--- src/rtl/g_shi2.sv ---
// Single-cycle fixed-distance shift stage (left / logical right / arithmetic right / rotate right).
// Rotate-right on Mode=11 only when G_SHI2_ROTATE_EN is defined; otherwise Mode=11 acts as logical right.
module g_shi2 #(
  parameter int WIDTH = 32,
  parameter int SHAMT = 2
) (
  input  logic             clk,
  input  logic             rst,
  input  logic [WIDTH-1:0] In,
  input  logic             B,
  input  logic [1:0]       Mode,
  input  logic             InValid,
  output logic [WIDTH-1:0] Out,
  output logic [SHAMT-1:0] ShOut,
  output logic             OutValid
);

  typedef enum logic [1:0] {
    SH_LSL = 2'b00,
    SH_LSR = 2'b01,
    SH_ASR = 2'b10,
    SH_ROR = 2'b11
  } sh_mode_e;

  logic [WIDTH-1:0] out_q, out_d;
  logic [SHAMT-1:0] sh_q,  sh_d;
  logic             vld_q;

  // Right shifts all expose the same low bits as the carry-out chain.
  always_comb begin
    out_d = In;
    sh_d  = '0;
    if (B) begin
      unique case (sh_mode_e'(Mode))
        SH_LSL: begin
          out_d = {In[WIDTH-SHAMT-1:0], {SHAMT{1'b0}}};
          sh_d  = In[WIDTH-1 -: SHAMT];
        end
        SH_ASR: begin
          out_d = {{SHAMT{In[WIDTH-1]}}, In[WIDTH-1:SHAMT]};
          sh_d  = In[SHAMT-1:0];
        end
`ifdef G_SHI2_ROTATE_EN
        SH_ROR: begin
          out_d = {In[SHAMT-1:0], In[WIDTH-1:SHAMT]};
          sh_d  = In[SHAMT-1:0];
        end
`endif
        default: begin
          out_d = {{SHAMT{1'b0}}, In[WIDTH-1:SHAMT]};
          sh_d  = In[SHAMT-1:0];
        end
      endcase
    end
  end

  // Data registers only load on a valid op so results hold across bubbles.
  always_ff @(posedge clk) begin
    if (rst) begin
      out_q <= '0;
      sh_q  <= '0;
      vld_q <= 1'b0;
    end else begin
      vld_q <= InValid;
      if (InValid) begin
        out_q <= out_d;
        sh_q  <= sh_d;
      end
    end
  end

  assign Out      = out_q;
  assign ShOut    = sh_q;
  assign OutValid = vld_q;

endmodule

--- config.mk ---
export PLATFORM = sky130hd
export DESIGN_NAME = g_shi2
export DESIGN_NICKNAME = d
export VERILOG_FILES = /design/src/rtl/g_shi2.sv
export SDC_FILE = /design/constraint.sdc
export NUM_CORES = 1
export LEC_CHECK = 0
export ABC_AREA = 1
export CELL_PAD_IN_SITES_DETAIL_PLACEMENT = 0
export CELL_PAD_IN_SITES_GLOBAL_PLACEMENT = 1
export CORE_UTILIZATION = 42
export CTS_CLUSTER_SIZE = 16
export DETAILED_ROUTE_END_ITERATION = 8
export DONT_BUFFER_PORTS = 1
export GPL_ROUTABILITY_DRIVEN = 0
export HOLD_SLACK_MARGIN = 0.03
export MAX_ROUTING_LAYER = met4
export PLACE_DENSITY = 0.88
export SLEW_MARGIN = 20
export SYNTH_ARGS = -nofsm -noshare
export SYNTH_HDL_FRONTEND = slang
export SYNTH_SLANG_ARGS = --single-unit
export TNS_END_PERCENT = 50
--- constraint.sdc ---
create_clock -name clk -period 1.35 [get_ports clk]
set_clock_uncertainty 0.2 [all_clocks]
set_input_delay 0.405 -clock clk [delete_from_list [all_inputs] [get_ports clk]]
set_output_delay 0.405 -clock clk [all_outputs]
set_load 0.01 [all_outputs]
==> metrics <==
simple-gate portion of the synthesized area=between 20% and 30%; Setup CP Type=reg2out; DP HPWL=3351 um; core footprint=0.004354 sq mm; clk sinks=35; # DRC=0; relative slew slack=between 60% and 70%; P_leak=about 0.96 nW; Synth top area share=between 30 and 40%; Iteration-0 DRC Markers=184; WHS=approximately 0.073 ns; count of boundary I/O pins=73; CP startpoint kind=flip-flop; Final Hold Fails=0; Finished Core Util=47.24%; syn avg cell area=6.387 sq um; slew at the pin closest to its max-slew limit=~0.52 ns; chip width=between 60 and 70 um; routed via count=between 1500 and 2000; max cap viols=0; # setup viols final=0; number of global-route vias before repair=between 1500 and 2000; WP depth=0; final WL=between 5000 and 6000 um; Crit path arrival time=0.69 ns; RSZ-0062 raised after global routing=no; Routed WL per cell=~15 um; Nets=around 330; row cnt=24; Worst IR Drop VDD=between 0.0005 and 0.0006 V; largest family of logic cells by synthesized area=compound AO/OA/AOI/OAI gates; final slew viol count=0; synth top area cells=dfxtp_1 37%, a21oi_1 17%, nand2_1 14%; Register-to-Register Path Depth=2; largest area contributor in the netlist=dfxtp_1; initial antenna violation count=0; hold_sp=B; Hold Path Stages=2; fin crit period=roughly 1.3 ns; CP max FO=2; pwr/cell area=about 1200 mW/mm^2; Max Clock Freq=between 0.7 and 0.8 GHz; placed insts=roughly 330; most common cell in the netlist=nand2_1; sequential-to-total area share from yosys stat=36.94%; Distinct cells, synth=12; IO buf count=0; Cell Area, Synth=0.001897 sq mm; clk buf depth=2; Ant. Diodes=0; FF-to-FF Start=Out[25]$_SDFFE_PP0P_; Max H-tree Level=2; post-CTS sizing=0; FILL cells=roughly 460; top routing layer used=met4; Via density=between 5 and 6; Tot GR Track Use=between 20 and 25%; post-synthesis mux area share=0%; XOR/XNOR Fraction of Synth Area=0%; Root Driver=clkbuf_8; critical path endpoint category=primary output; Compound-Gate Fraction of Synth Area=25.86%; status=completed; first-pass GRT wire length=8487 um; Layout area overhead=8.443%; die area=about 0.0048 sq mm; met2 wire len=about 2400 um; ys async rst share=0%; Post-Syn Instances=between 200 and 300; CTS clock-pin slew for the worst setup and hold paths=about 0.08 ns; starting density of the core=between 40% and 50%; final cell count without fillers=343; DRT Pass-1 Iters=4; Worst-Skew Late Latency=about 0.28 ns; class of the worst hold path=in2reg; Worst setup startpoint=Out[25]$_SDFFE_PP0P_; CTS tree=built; Met1 Wirelength=between 2000 and 2500 um; Critical Path RT=about 0.75 ns; Post-synth EDFFs=0; Tcrit/Tclk final=between 90% and 100%; FF+latch count, synth=35; power consumption=between 2 and 2.5 mW; adder-cell share of the synthesized area=0%; Die Span Y=~70 um; main flop type after synthesis=dfxtp_1; GRT overflow=0; count of antenna-violating nets left after detailed routing=0; layout cell share with drive strength beyond 1=about 6.2%; CTS Buf Count=5; largest net degree at the start of global routing=36; synth cell count leaders=69 x nand2_1, 64 x a21oi_1, 35 x dfxtp_1; Post-Syn Nets=335; met3 wire length=roughly 450 um; YS warnings=0
cell families (layout without fill, tap and decap cells):
logic type / count (synthesis) / after routing
and+or+nand+nor: 104 / 104
buffers and inverters: 60 / 54
AOI/OAI and AO/OA: 98 / 98
DFF: 35 / 35
power breakdown:
part	internal [mW]	leakage [nW]	switching [mW]
clock	0.466	0.0515	0.385
combinational	0.137	0.617	0.198
sequential	1.11	0.291	0.0811
timing repair:
item | 4_1_cts | 5_1_grt
endpoints found under the setup margin | 0 | 0
hold endpoints to repair | 5 | 0
hold buffers | 2 | 0
setup buffers | 0 | 0
sequential cells by signal, indices dropped and copies added (netlist names):
| name | flops |
|---|---|
| ShOut | 2 |
| OutValid | 1 |
| Out | 32 |
layout by cell type (no fill, tap or decap), types with 2 or more instances in the layout:
cell and count:
nand2_1 69, a21oi_1 64, dfxtp_1 35, inv_1 34, o21ai_0 34, nand3_1 33, clkbuf_8 7, buf_12 4
inv_2 3, buf_4 3, dlygate4sd3_1 2
per-stage QoR:
step	TNS (ns)	setup slack [ns]	cell area (sq um)
6_report	0	0.05219	2057
5_1_grt	0	0.02930	2057
4_1_cts	0	0.04708	2057
3_5_place_dp	-0.9879	-0.05849	1937
3_3_place_gp	-0.7771	-0.04608	1937
2_1_floorplan	0	0.09756	1897
worst paths after layout:
| check | endpoint | slack (ns) |
|---|---|---|
| worst min register to register | ShOut[1]$_SDFFE_PP0P_ | 0.32 |
| worst max register to register | Out[25]$_SDFFE_PP0P_ | 0.44 |
| worst max-delay path | Out[25] | 0.05 |
| worst min-delay path | Out[25]$_SDFFE_PP0P_ | 0.07 |
metal layers:
metal	track usage, %	up-vias
met2	33.12	81
met3	6.105	2
met1	29.60	871
met5	-	-
li1	-	956
met4	7.029	0
layout make-up:
cell class                      instances  area (sq um)  share of cell area, %
Tap cell                               52         65.06                  3.163
Timing Repair Buffer                    9         122.6                  5.961
Inverter                               37         138.9                  6.752
Multi-Input combinational cell        202         929.6                  45.19
Clock buffer                            8         100.1                  4.866
Sequential cell                        35         700.7                  34.06
Note: power is estimated with default switching activity, not from simulation.
